[src/rtl/session_timer_ctrl_if.sv]
// ============================================================================
// Module : session_timer_ctrl_if
// Brief  : Coin/mode/pause/cancel inputs and BCD display outputs of the
//          session timer controller.
// Rev    : 1.0  initial release
// ============================================================================
`default_nettype none

interface session_timer_ctrl_if;
  logic       Coin;
  logic [3:0] Mode;
  logic       Pause;
  logic       Cancel;
  logic [3:0] S_Min;
  logic [3:0] S_Ten;
  logic [3:0] S_One;
  logic       Active;
  logic       Done;
  logic       Reject;

  modport master (
    output Coin, Mode, Pause, Cancel,
    input  S_Min, S_Ten, S_One, Active, Done, Reject
  );

  modport slave (
    input  Coin, Mode, Pause, Cancel,
    output S_Min, S_Ten, S_One, Active, Done, Reject
  );
endinterface

`default_nettype wire

[src/rtl/session_timer_ctrl.sv]
// ============================================================================
// Module : session_timer_ctrl
// Brief  : Session FSM, one-second prescaler and BCD M:SS countdown.
// Rev    : 1.0  initial release
// ============================================================================
`default_nettype none

module session_timer_ctrl #(
  parameter int TICK_DIV = 50000000
) (
  input  logic                 Clk,
  input  logic                 nReset,
  session_timer_ctrl_if.slave  bus
);

  localparam int PW = $clog2(TICK_DIV);
  localparam logic [PW-1:0] c_tickMax = PW'(TICK_DIV - 1);
  localparam logic [PW-1:0] c_prescOne = PW'(1);

  typedef enum logic [1:0] {
    IDLE    = 2'd0,
    RUNNING = 2'd1,
    PAUSED  = 2'd2
  } stateT;

  stateT         r_state, w_nxtState;
  logic [3:0]    r_min, r_ten, r_one;
  logic [3:0]    w_nxtMin, w_nxtTen, w_nxtOne;
  logic [3:0]    w_decMin, w_decTen, w_decOne;
  logic [PW-1:0] r_presc, w_nxtPresc;
  logic          r_coinD, r_done, r_reject;
  logic          w_nxtDone, w_nxtReject, w_tick, w_coinEv;

  assign w_coinEv = bus.Coin & ~r_coinD;

  // Coin edge register resets high so a coin held through reset is not an edge.
  always_ff @(posedge Clk or negedge nReset) begin
    if (!nReset) begin
      r_state  <= IDLE;
      r_min    <= 4'd0;
      r_ten    <= 4'd0;
      r_one    <= 4'd0;
      r_presc  <= '0;
      r_coinD  <= 1'b1;
      r_done   <= 1'b0;
      r_reject <= 1'b0;
    end else begin
      r_state  <= w_nxtState;
      r_min    <= w_nxtMin;
      r_ten    <= w_nxtTen;
      r_one    <= w_nxtOne;
      r_presc  <= w_nxtPresc;
      r_coinD  <= bus.Coin;
      r_done   <= w_nxtDone;
      r_reject <= w_nxtReject;
    end
  end

  always_comb begin
    w_nxtState  = r_state;
    w_nxtMin    = r_min;
    w_nxtTen    = r_ten;
    w_nxtOne    = r_one;
    w_nxtPresc  = r_presc;
    w_nxtDone   = 1'b0;
    w_nxtReject = 1'b0;
    w_tick      = 1'b0;
    w_decMin    = r_min;
    w_decTen    = r_ten;
    w_decOne    = r_one;

    case (r_state)
      IDLE: begin
        if (w_coinEv) begin
          w_nxtPresc = '0;
          case (bus.Mode)
            4'd1: begin w_nxtMin = 4'd1; w_nxtTen = 4'd5; w_nxtOne = 4'd9; w_nxtState = RUNNING; end
            4'd2: begin w_nxtMin = 4'd4; w_nxtTen = 4'd5; w_nxtOne = 4'd9; w_nxtState = RUNNING; end
            4'd3: begin w_nxtMin = 4'd9; w_nxtTen = 4'd5; w_nxtOne = 4'd9; w_nxtState = RUNNING; end
            default: w_nxtReject = 1'b1;
          endcase
        end
      end

      RUNNING, PAUSED: begin
        if (bus.Cancel) begin
          w_nxtState = IDLE;
          w_nxtMin   = 4'd0;
          w_nxtTen   = 4'd0;
          w_nxtOne   = 4'd0;
          w_nxtPresc = '0;
        end else begin
          // The prescaler only advances while running and not being paused.
          if (r_state == RUNNING && !bus.Pause) begin
            if (r_presc == c_tickMax) begin
              w_nxtPresc = '0;
              w_tick     = 1'b1;
            end else begin
              w_nxtPresc = r_presc + c_prescOne;
            end
          end

          if (w_tick) begin
            if (r_one == 4'd0) begin
              w_decOne = 4'd9;
              if (r_ten == 4'd0) begin
                w_decTen = 4'd5;
                w_decMin = r_min - 4'd1;
              end else begin
                w_decTen = r_ten - 4'd1;
              end
            end else begin
              w_decOne = r_one - 4'd1;
            end
          end

          w_nxtMin = w_decMin;
          w_nxtTen = w_decTen;
          w_nxtOne = w_decOne;

          // Extra minute is applied after the decrement of the same cycle.
          if (w_coinEv) begin
            if (w_decMin < 4'd9) begin
              w_nxtMin = w_decMin + 4'd1;
            end else begin
              w_nxtMin = 4'd9;
              w_nxtTen = 4'd5;
              w_nxtOne = 4'd9;
            end
          end

          if (w_tick && !w_coinEv && w_decMin == 4'd0 && w_decTen == 4'd0 && w_decOne == 4'd0) begin
            w_nxtState = IDLE;
            w_nxtDone  = 1'b1;
          end else begin
            w_nxtState = bus.Pause ? PAUSED : RUNNING;
          end
        end
      end

      default: begin
        w_nxtState = IDLE;
        w_nxtMin   = 4'd0;
        w_nxtTen   = 4'd0;
        w_nxtOne   = 4'd0;
        w_nxtPresc = '0;
      end
    endcase
  end

  assign bus.S_Min  = r_min;
  assign bus.S_Ten  = r_ten;
  assign bus.S_One  = r_one;
  assign bus.Active = (r_state == RUNNING) || (r_state == PAUSED);
  assign bus.Done   = r_done;
  assign bus.Reject = r_reject;

endmodule

`default_nettype wire

[src/flat_wrapper.sv]
// flat-port wrapper written by rule: the top's interface ports become plain ports
module session_timer_ctrl_flat 
#(
  parameter int TICK_DIV = 50000000
)
  (Clk, nReset, bus_Coin, bus_Mode, bus_Pause, bus_Cancel, bus_S_Min, bus_S_Ten, bus_S_One, bus_Active, bus_Done, bus_Reject);
  session_timer_ctrl_if bus_i ();
  input  logic Clk;
  input  logic nReset;
  input wire logic [$bits(bus_i.Coin)-1:0] bus_Coin;
  input wire logic [$bits(bus_i.Mode)-1:0] bus_Mode;
  input wire logic [$bits(bus_i.Pause)-1:0] bus_Pause;
  input wire logic [$bits(bus_i.Cancel)-1:0] bus_Cancel;
  output wire logic [$bits(bus_i.S_Min)-1:0] bus_S_Min;
  output wire logic [$bits(bus_i.S_Ten)-1:0] bus_S_Ten;
  output wire logic [$bits(bus_i.S_One)-1:0] bus_S_One;
  output wire logic [$bits(bus_i.Active)-1:0] bus_Active;
  output wire logic [$bits(bus_i.Done)-1:0] bus_Done;
  output wire logic [$bits(bus_i.Reject)-1:0] bus_Reject;
  assign bus_i.Coin = bus_Coin;
  assign bus_i.Mode = bus_Mode;
  assign bus_i.Pause = bus_Pause;
  assign bus_i.Cancel = bus_Cancel;
  assign bus_S_Min = bus_i.S_Min;
  assign bus_S_Ten = bus_i.S_Ten;
  assign bus_S_One = bus_i.S_One;
  assign bus_Active = bus_i.Active;
  assign bus_Done = bus_i.Done;
  assign bus_Reject = bus_i.Reject;
  session_timer_ctrl #(.TICK_DIV(TICK_DIV)) u_core (.Clk(Clk), .nReset(nReset), .bus(bus_i));
endmodule
[config.mk]
export PLATFORM = sky130hd
export DESIGN_NAME = session_timer_ctrl_flat
export DESIGN_NICKNAME = d
export VERILOG_FILES = /design/src/rtl/session_timer_ctrl_if.sv /design/src/rtl/session_timer_ctrl.sv /design/src/flat_wrapper.sv
export SDC_FILE = /design/constraint.sdc
export NUM_CORES = 1
export LEC_CHECK = 0
export CAP_MARGIN = 20
export CORE_MARGIN = 2
export CORE_UTILIZATION = 55
export DETAILED_ROUTE_END_ITERATION = 7
export DONT_BUFFER_PORTS = 1
export GPL_TIMING_DRIVEN = 0
export PLACE_DENSITY = 0.7
export SETUP_SLACK_MARGIN = 0.02
export SLEW_MARGIN = 0
export SYNTH_ARGS = -nofsm -noshare
export SYNTH_HDL_FRONTEND = slang
export SYNTH_SLANG_ARGS = --single-unit
[constraint.sdc]
create_clock -name Clk -period 7.55 [get_ports Clk]
set_input_delay 0.755 -clock Clk [delete_from_list [all_inputs] [get_ports Clk]]
set_output_delay 0.755 -clock Clk [all_outputs]
set_load 0.02 [all_outputs]
==> impl_results.md <==
- CP arrival: 3890 ps
- Clock sink total: 43
- Final count of negative-setup-slack endpoints: 0
- CORE AREA: 0.00472 sq mm
- Maximum clock frequency: 270 MHz
- Synth warn: 0
- Post-synth design cell area: 0.00271 sq mm
- Gate Count Post-Synth: 301
- Switching share of power: 0.446
- PortBufs: 0
- Via count: 2230
- Synth unique cells: 56
- Largest net degree at the start of global routing: 44
- Startpoint Class: flip-flop
- Synth-to-Final Area Change: 6.42%
- Async SR Flop Fraction: 1.00
- Maximum fanout along the worst path: 10
- Max Root-Sink Buffers: 2
- H-tree level count: 2
- Drt drc: 0
- # placed instances: 368
- Worst Tran Pin Value: 883 ps
- Synth Register Bits: 43
- CTS tree: done
- Unrepaired setup endpoints after global routing: false
- Drt initial violations: 181
- Reg power frac: 0.391
- Logic pwr share: 0.409
- Die area: 0.00550 sq mm
- WL final: 6030 um
- Ports: 24
- TritonCTS buffer count: 5
- Vias in the first global route: 2064
- Hold Path Class: input pin to async pin
- Top delay family on crit path: simple AND/OR/NAND/NOR gates
- Crit path launch: u_core.bus.S_One[0]
- Relative slew slack: 0.406
- Grt ovf: 0
- Crit path cell chain: inv_1 -> ha_1 -> nor4b_1 -> nand2_1 -> nor3_4 -> mux2i_1 -> inv_1 -> ha_1 -> nand2_1 -> mux2i_1 -> clkbuf_1 -> o21ai_0 -> a221o_1
- Worst endpoint required time: 7740 ps
- Final TNS setup: 0 ps
- Ant diodes: 0
- Die span in y: 74.2 um
- GP Congestion: 0.878
- Setup CP Type: flip-flop to flip-flop
- Layout Cells excl Fill: 377
- Global-route wire length before repair: 10200 um
- Postcts setup bufs: 0
- Final net count: 327
- Syn avg cell area: 9.00 sq um
- Worst Path Buf+Inv: 3
- Hold_buf cts: 0
- Multi-input gate area: 0.00153 sq mm
- Via density: 5.92
- Slowest stage delay, CP: 550 ps
- VDD IR max: 0.123 mV
- Most common cell after layout, fill and taps aside: dfrtp_1
- Max cap viols: 0
- Period minus WS final: 3700 ps
- Pre-antenna DRT Iters: 4
- Hold Vio Cnt, Final: 0
- Post-DP Area: 0.00279 sq mm
- Initial antenna violation count: 0
- Starting density of the core: 0.574
- Gr usage total: 0.242
- Final hold slack: 135 ps
- Crit path max-delay cell type: dfrtp_1
- Antenna Nets Post-Route: 0
- CTS resizes: 0
- CTS root buffer: clkbuf_8
- Ys flop type: dfrtp_1
- Average wire per standard cell: 16.0 um
- Critical Path End Type: flip-flop
- Post-synth net total: 319
- Status: finished, final reports clean
- Reg clk slew, reported paths: 90 ps
- EDFF count, synth: 0
- Power Density: 263 mW/mm^2
- Fillers: 417
- Post-route cell area: 0.00288 sq mm
- Clock power share: 0.200
- Layout cells sized above 1: 0.0742
- Post-DP HPWL: 4250 um
- Seq. cell area: 0.00108 sq mm
- Pwr Total: 0.760 mW
- Worst Clk Skew: 5.74 ps
- Internal power: 0.421 mW
- Sequential area share after synthesis: 0.398
- Leakage: 1.20 nW
- Worst r2r src: u_core.bus.S_One[0]
- Die width: 74.2 um
- Commonest non-fill, non-tap cells in the layout: 42 x dfrtp_1, 35 x nor2_1, 25 x nand2_1, 23 x o21ai_0, 15 x nand3_1
- # rows: 25
- Sw Pwr: 0.339 mW
- Final period util: 0.490
- Max Slew Vio Count: 0
- Clock Latency Late Sink: 300 ps
==> cell type report <==
cell class              instances  share of cell area
clock inverters                 2             0.00434
well taps                      67              0.0291
clock buffers                   6              0.0252
multi-input cells             234               0.532
inverters                      10              0.0130
flip-flops and latches         43               0.374
repair buffers                  1             0.00174
plain buffers                  14              0.0213
==> per-layer routing <==
metal	GRT usage	vias up	share of wire
met5	0	-	0
met4	0.0545	0	0.0032
met3	0.0515	2	0.047
met2	0.336	58	0.43
met1	0.383	1069	0.52
li1	-	1101	-
==> power groups by stage <==
stage	Clock, mW	Combinational (mW)	Sequential [mW]
2_1_floorplan	0	0.239	0.293
3_3_place_gp	0	0.305	0.301
3_5_place_dp	0	0.306	0.302
4_1_cts	0.154	0.309	0.297
5_1_grt	0.164	0.346	0.300
6_report	0.152	0.311	0.297
==> worst paths after layout <==
check,to,slack (ps),depth (start not counted)
setup / recovery,u_core.bus.S_Ten[2],3850,13
hold / removal,u_core.r_presc[4],140,0
setup reg to reg,u_core.bus.S_Ten[2],3850,13
hold reg to reg,u_core.r_presc[10],530,1
max in group asynchronous,u_core.r_coinD,7250,0
min in group Clk,u_core.r_coinD,440,0
==> kinds of logic after synthesis <==
kind of cell	count (synthesis)	synth area share
flip-flops	43	0.398
multiplexers	4	0.0148
AND/OR/NAND/NOR	138	0.278
buffers and inverters	24	0.0365
XOR/XNOR	23	0.0794
AO/OA/AOI/OAI	60	0.152
adder cells (fa/ha/maj)	9	0.0416
==> Yosys cell counts, types with 2 or more instances <==
| cell type | count | area, sq um |
|---|---|---|
| ha_1 | 9 | 113 |
| clkbuf_1 | 11 | 41.3 |
| xnor2_1 | 9 | 78.8 |
| or4_1 | 3 | 22.5 |
| and3_1 | 7 | 43.8 |
| or3_1 | 2 | 12.5 |
| or4b_2 | 2 | 20.0 |
| a21oi_1 | 5 | 25.0 |
| o41ai_1 | 2 | 17.5 |
| or4bb_1 | 2 | 22.5 |
| and4_1 | 2 | 17.5 |
| nor2b_1 | 6 | 37.5 |
| nand3_1 | 15 | 75.1 |
| or2_2 | 3 | 18.8 |
| nor3_1 | 11 | 55.1 |
| dfrtp_1 | 42 | 1050 |
| a22oi_1 | 2 | 15.0 |
| nand2b_1 | 4 | 25.0 |
| xor2_1 | 13 | 114 |
| o211a_1 | 3 | 30.0 |
| nand4_1 | 7 | 43.8 |
| o21ai_0 | 23 | 115 |
| o31ai_1 | 6 | 45.0 |
| o211ai_1 | 2 | 15.0 |
| a221o_1 | 5 | 50.1 |
| inv_1 | 10 | 37.5 |
| mux2i_1 | 4 | 40.0 |
| nor2_1 | 35 | 131 |
| nand2_1 | 25 | 93.8 |
| o2111ai_1 | 2 | 17.5 |
| nor4_1 | 4 | 25.0 |
==> sequential cells by signal, indices dropped and copies added, names as in the netlist <==
register and cells:
u_core.bus.S_One 4, u_core.bus.Reject 1, u_core.r_presc 26, u_core.bus.Done 1
u_core.bus.S_Min 4, u_core.bus.S_Ten 4, u_core.r_state 2, u_core.r_coinD 1
==> stage by stage <==
stage | util | worst slack [ps]
after floorplan | - | 4210
final | 0.611 | 3850
after global routing | 0.611 | 3530
after global placement | 0.592 | 3870
after detailed placement | 0.592 | 3890
after CTS | 0.610 | 3850
No activity file was read; power rests on OpenSTA's default activity.
